### config.mk
export PLATFORM = sky130hd
export DESIGN_NAME = keypad_entry_buffer
export DESIGN_NICKNAME = d
export VERILOG_FILES = /design/src/rtl/keypad_entry_buffer.sv
export SDC_FILE = /design/constraint.sdc
export NUM_CORES = 1
export LEC_CHECK = 0
export CAP_MARGIN = 20
export CORE_UTILIZATION = 50
export CTS_CLUSTER_SIZE = 8
export DETAILED_ROUTE_END_ITERATION = 8
export PLACE_DENSITY = 0.84
export SLEW_MARGIN = 0
export SYNTH_ARGS = -nofsm -noshare
export SYNTH_HDL_FRONTEND = slang
export SYNTH_SLANG_ARGS = --single-unit
export TNS_END_PERCENT = 10
### constraint.sdc
create_clock -name CLK -period 7.4 [get_ports CLK]
set_input_delay 1.85 -clock CLK [delete_from_list [all_inputs] [get_ports CLK]]
set_output_delay 1.85 -clock CLK [all_outputs]
set_load 0.02 [all_outputs]
### src/rtl/keypad_entry_buffer.sv
// keypad_entry_buffer
// Synchronises and debounces a one-hot keypad. Accepted keys build an
// N_BYTES ASCII plaintext buffer for the LEA core. Digits append a byte,
// '*' (key N_KEYS-2) erases the last byte, and '#' (key N_KEYS-1) freezes
// the entry and raises CHK. Every buffer edit produces a one-cycle echo
// strobe, which lets the LCD writer redraw a single character cell.
//
// Build option: define KEYPAD_MASK_EN to echo '*' (8'h2A) for every digit.
// The buffer itself always stores the true ASCII digit.
module keypad_entry_buffer #(
  parameter int         N_KEYS   = 12,
  parameter int         N_BYTES  = 16,
  parameter int         DEBOUNCE = 4,
  parameter logic [7:0] PAD      = 8'h20
) (
  input  logic                                            CLK,
  input  logic                                            RST,
  input  logic [N_KEYS-1:0]                               Keypad,
  output logic [8*N_BYTES-1:0]                            PlainText,
  output logic [$clog2(N_BYTES+1)-1:0]                    Count,
  output logic                                            Full,
  output logic                                            CHK,
  output logic                                            Echo_Valid,
  output logic [7:0]                                      Echo_Data,
  output logic [((N_BYTES > 1) ? $clog2(N_BYTES) : 1)-1:0] Echo_Pos
);

  localparam int CNT_W  = $clog2(N_BYTES + 1);
  localparam int POS_W  = (N_BYTES > 1) ? $clog2(N_BYTES) : 1;
  localparam int KEY_BS = N_KEYS - 2;
  localparam int KEY_EN = N_KEYS - 1;
  localparam logic [N_KEYS-1:0] KEY_ONE  = N_KEYS'(1);
  localparam logic [7:0]        ASCII_0  = 8'h30;
  localparam logic [7:0]        MASK_CHR = 8'h2A;
`ifdef KEYPAD_MASK_EN
  localparam bit MASK_EN = 1'b1;
`else
  localparam bit MASK_EN = 1'b0;
`endif

  typedef enum logic [2:0] {
    S_IDLE,
    S_PRESS,
    S_ACT,
    S_HELD,
    S_RELEASE
  } state_t;

  // A vector is one-hot when it is nonzero and clearing its lowest set bit leaves nothing.
  function automatic logic is_one_hot(input logic [N_KEYS-1:0] v);
    return (v != '0) && ((v & (v - KEY_ONE)) == '0);
  endfunction

  // Index of the set bit of a one-hot key vector.
  function automatic logic [4:0] key_index(input logic [N_KEYS-1:0] v);
    logic [4:0] idx;
    idx = '0;
    for (int i = 0; i < N_KEYS; i++) begin
      if (v[i]) idx = 5'(i);
    end
    return idx;
  endfunction

  logic [N_KEYS-1:0]    k_s1_q, k_s2_q;
  state_t               state_q, state_d;
  logic [7:0]           cnt_q, cnt_d;
  logic [7:0]           cnt_inc;
  logic [N_KEYS-1:0]    key_q, key_d;

  logic [8*N_BYTES-1:0] buf_q, buf_d;
  logic [CNT_W-1:0]     count_q, count_d;
  logic                 chk_q, chk_d;
  logic                 echo_valid_q, echo_valid_d;
  logic [7:0]           echo_data_q, echo_data_d;
  logic [POS_W-1:0]     echo_pos_q, echo_pos_d;

  logic [4:0]           key_idx;
  logic [7:0]           digit_char;
  logic [7:0]           digit_echo;
  logic [8*N_BYTES-1:0] base_buf;
  logic [CNT_W-1:0]     base_cnt;
  logic [CNT_W-1:0]     bs_idx;

  // The counter never passes DEBOUNCE (at most 255), so the increment cannot wrap.
  assign cnt_inc    = cnt_q + 8'd1;
  assign key_idx    = key_index(key_q);
  assign digit_char = ASCII_0 + {3'b000, key_idx};
  assign digit_echo = MASK_EN ? MASK_CHR : digit_char;
  // A digit typed after enter starts from an empty buffer in the same cycle.
  assign base_buf   = chk_q ? {N_BYTES{PAD}} : buf_q;
  assign base_cnt   = chk_q ? '0 : count_q;
  assign bs_idx     = count_q - CNT_W'(1);

  // Two-flop synchroniser for the raw keypad lines.
  always_ff @(posedge CLK or posedge RST) begin
    if (RST) begin
      k_s1_q <= '0;
      k_s2_q <= '0;
    end else begin
      k_s1_q <= Keypad;
      k_s2_q <= k_s1_q;
    end
  end

  // Debounce FSM state, stability counter and latched key.
  always_ff @(posedge CLK or posedge RST) begin
    if (RST) begin
      state_q <= S_IDLE;
      cnt_q   <= '0;
      key_q   <= '0;
    end else begin
      state_q <= state_d;
      cnt_q   <= cnt_d;
      key_q   <= key_d;
    end
  end

  // Debounce next-state logic. Presses and releases must each stay stable for DEBOUNCE cycles.
  always_comb begin
    state_d = state_q;
    cnt_d   = cnt_q;
    key_d   = key_q;
    unique case (state_q)
      S_IDLE: begin
        if (is_one_hot(k_s2_q)) begin
          state_d = S_PRESS;
          cnt_d   = 8'd1;
          key_d   = k_s2_q;
        end
      end
      S_PRESS: begin
        if (k_s2_q == key_q) begin
          cnt_d = cnt_inc;
          if (int'(cnt_inc) >= DEBOUNCE) state_d = S_ACT;
        end else begin
          state_d = S_IDLE;
          cnt_d   = '0;
        end
      end
      S_ACT: begin
        state_d = S_HELD;
        cnt_d   = '0;
      end
      S_HELD: begin
        // Any nonzero pattern, multi-hot included, counts as still held.
        if (k_s2_q == '0) begin
          state_d = S_RELEASE;
          cnt_d   = 8'd1;
        end
      end
      S_RELEASE: begin
        if (k_s2_q == '0) begin
          cnt_d = cnt_inc;
          if (int'(cnt_inc) >= DEBOUNCE) begin
            state_d = S_IDLE;
            cnt_d   = '0;
          end
        end else begin
          state_d = S_HELD;
          cnt_d   = '0;
        end
      end
      default: begin
        state_d = S_IDLE;
        cnt_d   = '0;
      end
    endcase
  end

  // Buffer edit for the accepted key, evaluated only in the single ACT cycle.
  always_comb begin
    buf_d        = buf_q;
    count_d      = count_q;
    chk_d        = chk_q;
    echo_valid_d = 1'b0;
    echo_data_d  = echo_data_q;
    echo_pos_d   = echo_pos_q;
    if (state_q == S_ACT) begin
      if (int'(key_idx) <= 9) begin
        if (int'(base_cnt) < N_BYTES) begin
          buf_d = base_buf;
          for (int i = 0; i < N_BYTES; i++) begin
            if (i == int'(base_cnt)) buf_d[8*i +: 8] = digit_char;
          end
          count_d      = base_cnt + CNT_W'(1);
          chk_d        = 1'b0;
          echo_valid_d = 1'b1;
          echo_data_d  = digit_echo;
          echo_pos_d   = POS_W'(base_cnt);
        end
      end else if (int'(key_idx) == KEY_BS) begin
        if ((count_q != '0) && !chk_q) begin
          for (int i = 0; i < N_BYTES; i++) begin
            if (i == int'(bs_idx)) buf_d[8*i +: 8] = PAD;
          end
          count_d      = bs_idx;
          echo_valid_d = 1'b1;
          echo_data_d  = PAD;
          echo_pos_d   = POS_W'(bs_idx);
        end
      end else if (int'(key_idx) == KEY_EN) begin
        if (count_q != '0) chk_d = 1'b1;
      end
    end
  end

  // Buffer, count, entry-complete flag and echo registers.
  always_ff @(posedge CLK or posedge RST) begin
    if (RST) begin
      buf_q        <= {N_BYTES{PAD}};
      count_q      <= '0;
      chk_q        <= 1'b0;
      echo_valid_q <= 1'b0;
      echo_data_q  <= 8'h00;
      echo_pos_q   <= '0;
    end else begin
      buf_q        <= buf_d;
      count_q      <= count_d;
      chk_q        <= chk_d;
      echo_valid_q <= echo_valid_d;
      echo_data_q  <= echo_data_d;
      echo_pos_q   <= echo_pos_d;
    end
  end

  assign PlainText  = buf_q;
  assign Count      = count_q;
  assign Full       = (int'(count_q) == N_BYTES);
  assign CHK        = chk_q;
  assign Echo_Valid = echo_valid_q;
  assign Echo_Data  = echo_data_q;
  assign Echo_Pos   = echo_pos_q;

endmodule

### Word level (Yosys, flattened, before mapping)

Index checks and enable logic that the tools add are counted.
W data, S select, Z words.

| operators by class | value |
|---|---|
| bitwise logic cells | 1 |
| multiplexer cells | 84 |
| order comparisons | 3 |
| eq/ne operators | 60 |
| reduce and logical (&&, ||, !) cells | 51 |
| add/sub/neg operators | 5 |

Operators with widths:

| kind | count |
|---|---|
| $mux W128 | 5 |
| $mux W8 | 41 |
| $reduce_and A6 Y1 | 16 |
| $eq A5 B5 Y1 const A | 16 |
| $mux W5 | 15 |
| $ne A3 B2 Y1 const B | 16 |
| $eq A4 B5 Y1 const A | 8 |
| $reduce_bool A2 Y1 | 20 |
| $pmux W8 S4 | 1 |
| $logic_not A12 Y1 | 2 |
| $eq A3 B5 Y1 const A | 4 |
| $mux W3 | 6 |
| $mux W4 | 4 |
| $eq A5 B5 Y1 const B | 3 |
| $pmux W3 S5 | 1 |
| $and A12 B12 Y12 | 1 |
| $eq A12 B12 Y1 | 1 |
| $reduce_bool A12 Y1 | 1 |
| $sub A12 B1 Y12 const B | 1 |
| $mux W1 | 11 |
| $eq A2 B5 Y1 const A | 2 |
| $logic_not A5 Y1 | 2 |
| $add A8 B1 Y8 const B | 1 |
| $ge A8 B3 Y1 const B | 1 |
| 18 further kinds | 25 |

| word-level totals | value |
|---|---|
| word-level logic and storage cells | 230 |
| output and inout bits | 148 |
| bits of input ports | 14 |
| register bits | 194 |

### Longest topological paths before layout

| depth | value |
|---|---|
| depth after elaboration | 15 |
| mapped depth | 11 |
| gate-level depth less buffers | 10 |

### Worst setup path before layout

OpenSTA, ideal clock, no wires.

| path | value |
|---|---|
| path type | register to output |
| from | reg count_q[0] (netlist: Count[0]) |
| to | out Full |
| path slack | 4.192 ns |
| buffers on the path | 0 |
| data required time | 5.550 ns |
| cell stages (with the launch flop) | 5 |
| data arrival time | 1.358 ns |
| cells stage by stage | dfrtp_1 -> inv_1 -> ha_1 -> nand2_1 -> nor3_1 |

| on the way | value |
|---|---|
| longest elaborated chain between the ends | 1 |

Ends and longest elaborated chain:

| element | line | source |
|---|---|---|
| from (decl) | 71 | `logic [CNT_W-1:0] count_q, count_d;` |
| from (signal assigned) | 218 | `count_q <= count_d;` |
| $eq A5 B5 Y1 | 228 | `assign Full = (int'(count_q) == N_BYTES);` |
| to (decl) | 21 | `output logic Full,` |

No other way between the ends.

### Final worst setup path

Ends and elaborated chain as after synthesis.

==> impl.org <==
** Run status
- Result of the run :: complete, no violations

** Global routing
- Gr usage total :: 23.9%
- After global routing the overflow that remains totals 0.
- The first global-routing pass estimated 26400 microns of wire.
- Maximum number of pins on one net before global-route repair :: 79
- Initial antenna violation count :: 0
- The via count of the first global-routing pass was 5214.

** STA
- The worst path needs 3.95 ns of the cycle, external delays included.
- Maximum clock skew at final layout :: 0.00863 ns
- Number of max-slew violations in the final report :: 0
- Achievable Freq :: 253 MHz
- Setup violations, final :: 0
- Summed over all failing endpoints, the final setup total negative slack is 0 ns.
- The number of hold violations in the final report was 0.
- Slew headroom :: 37.3%
- Setup repair after global routing missed its margin :: no
- At the pin with the least slew margin, the transition time is 0.940 ns.
- The final critical path takes up 53.3% of the cycle.

** Final layout
- Of the cells placed in the final design, the portion with a size suffix greater than 1 is 8.39%.
- Finished Cell Area :: 8610 sq um
- From synthesis to final layout, the design area changed by 23.6%.
- The finished layout holds 975 standard cells, fillers aside.
- Total inserted antenna cells :: 0
- Most used cells in the layout excluding fill and tap cells :: sky130_fd_sc_hd__dfrtp_1, sky130_fd_sc_hd__clkdlybuf4s50_1, sky130_fd_sc_hd__inv_1, sky130_fd_sc_hd__nand2_1, sky130_fd_sc_hd__conb_1
- Final layout net count :: 812
- Leading cell type in the layout, fill and taps excluded :: sky130_fd_sc_hd__dfrtp_1

** Placement
- Total placed instance area :: 8000 sq um
- IO Port Bufs :: 111
- Number of placed instances with taps included :: 942
- The HPWL after detailed placement is 11100 microns.
- Routability-driven placement finished with a final weighted congestion of 0.931.

** Clock tree
- Number of buffers created by CTS :: 17
- Maximum number of buffers from clock root to sink :: 2
- Post-CTS Repair Setup Buffers :: 0
- Root buffer selected by CTS :: sky130_fd_sc_hd__clkbuf_16
- Number of levels in the clock H-tree :: 4
- The clock net in this run drives a total of 144 sinks.
- After clock tree synthesis, the clock-pin slew on the worst setup and hold paths is 0.06 ns.
- Hold repair after CTS inserted 0 buffers.
- CTS tree :: done
- Clock Latency Late Sink :: 0.43 ns
- Once the clock tree was built, the resizer swapped 0 gates to a different size.

** Logic synthesis
- During synthesis, Yosys emitted a total of 0 warnings.
- Top cells by area, synth :: sky130_fd_sc_hd__dfrtp_1, sky130_fd_sc_hd__buf_4, sky130_fd_sc_hd__o2bb2ai_1, sky130_fd_sc_hd__inv_1, sky130_fd_sc_hd__nand2_1
- In this run, synthesis inferred 0 flip-flops with an integrated enable.
- Summed over its instances, the top area cell type makes up 51.7% of the synthesized netlist area.
- The cell area that synthesis handed to floorplanning was 6970 sq um.
- Mean instance size in the synthesized netlist :: 10.2 sq um
- Summing the sequential cell areas from Yosys gives 51.7% of the chip area.
- Number of instances in the synthesized netlist :: 682
- Number of register bits inferred by synthesis :: 144
- After synthesis, the share of flip-flops with an asynchronous set or reset is 100%.
- For this run, the leading register cell type out of synthesis is sky130_fd_sc_hd__dfrtp_1.
- Summed over all instances, the cell type with the most area after synthesis is sky130_fd_sc_hd__dfrtp_1.
- Unique masters post-synth :: 66

** Floorplanning
- 162 I/O pins were placed.
- Chip height :: 120 microns
- The die is 120 microns wide.
- The floorplan has 42 rows.
- Die area :: 14400 sq um
- Core footprint :: 13400 sq um
- The initial utilization of the core area, before any placement, comes to 52.0%.

** Worst setup path
- STA classifies the critical path endpoint as an output pin.
- At the worst endpoint, the arrival time is 2.10 ns.
- The worst setup path is of the flop to output pin kind.
- Data on the critical path is required at its endpoint by 5.55 ns.
- STA classifies the critical path startpoint as a flop.
- Of all nets on the critical path, the largest fanout is 10.

** Drt
- Final wirelength :: 16300 microns
- Routed vias :: 5419
- Number of routed nets with antenna violations :: 0
- In the routed layout, each cell is associated on average with a via count of 5.56.
- The first TritonRoute pass finished after 5 iterations.
- The first routing iteration left 445 violations.
- Post-detailed-route wirelength per cell :: 16.8 microns
- For this run, design rule violations remaining after detail routing come to 0.

** Power
- The analysis attributes to cell leakage a power of 0.00389 uW.
- Worst voltage drop across the vdd grid :: 0.302 mV
- Power spread over the standard cell area amounts to 206 nW/um^2.

** Worst hold path
- Worst min-delay path category :: flop to flop

** Flow run
- Reported max-cap violation count :: 0
[area by class of cell]
type | instances | area (sq um)
Inverter | 69 | 264
Sequential cell | 144 | 3600
Multi-Input combinational cell | 439 | 2780
Fill cell | 1053 | 4790
Timing Repair Buffer | 115 | 1140
Clock buffer | 21 | 450
Clock inverter | 11 | 155
Tap cell | 176 | 220
[cell families after synthesis]
logic type	after synthesis	synth area share (%)
AOI/OAI and AO/OA	164	16.6
xor gates and xnor gates	22	2.76
adders and majority gates	14	2.44
buffers and inverters	147	11.0
DFF	144	51.7
muxes	17	3.29
other	2	0.108
and+or+nand+nor	172	12.1
[where the power goes]
group	leakage (uW)	switching [uW]	total, uW	internal, uW
Combinational	0.00165	61.2	83.4	22.2
Clock	0.000286	335	878	543
Sequential	0.00196	11.5	808	797
Total	0.00389	408	1770	1360
[cells in the mapped netlist, drive strengths merged (4+ instances only)]
cell	count
nor4b	4
buf	62
xnor2	5
nor2b	4
a21oi	12
inv	69
o22ai	37
o2bb2ai	30
ha	12
a32o	5
nor2	34
o32ai	5
o31ai	5
o21ai	41
or2	6
and3	13
nand4	9
nand2b	6
xor2	17
nand2	68
dfrtp	144
clkbuf	16
mux2	17
nand3	12
nor3	5
[path summary, 6_finish.rpt]
path | end | slack (ns) | start | cells after the start
setup reg to reg | PlainText[120] | 4.52 | Count[0] | 8
setup / recovery | Full | 3.45 | Count[0] | 5
max in group asynchronous | key_q[10] | 4.12 | RST | 3
hold reg to reg | k_s2_q[6] | 0.35 | k_s1_q[6] | 0
hold / removal | k_s2_q[6] | 0.35 | k_s1_q[6] | 0
min in group asynchronous | k_s1_q[0] | 1.88 | RST | 2
[registers in the layout, indices dropped and copies added, names as in the netlist]
register and cells:
CHK 1, Count 5, Echo_Data 6, Echo_Pos 4, Echo_Valid 1, PlainText 80, cnt_q 8, k_s1_q 12
k_s2_q 12, key_q 12, state_q 3
[worst max-delay path, cell delays in order (launching register included)]
cell	delay, ns
sky130_fd_sc_hd__dfrtp_1	0.48
sky130_fd_sc_hd__inv_1	0.17
sky130_fd_sc_hd__ha_1	0.20
sky130_fd_sc_hd__nand2_1	0.06
sky130_fd_sc_hd__nor3_1	0.13
sky130_fd_sc_hd__clkdlybuf4s50_1	0.63
[metrics by stage]
stage | power (uW) | utilization, % | setup slack, ns | hold WS [ns]
after floorplan | 904 | - | 1.68 | 0.331
after global placement | 903 | 59.7 | 3.65 | 0.331
after detailed placement | 906 | 59.7 | 3.60 | 0.335
after CTS | 1780 | 64.2 | 3.43 | 0.348
after global routing | 1830 | 64.3 | 3.31 | 0.357
final | 1770 | 64.3 | 3.45 | 0.347
[per-layer routing]
layer / track usage (%) / wire [microns]
met1: 30.4 / 6700
met2: 38.8 / 8180
met3: 5.51 / 1050
met4: 11.3 / 400
met5: 0 / 0
Note: power is estimated with default switching activity, not from simulation.
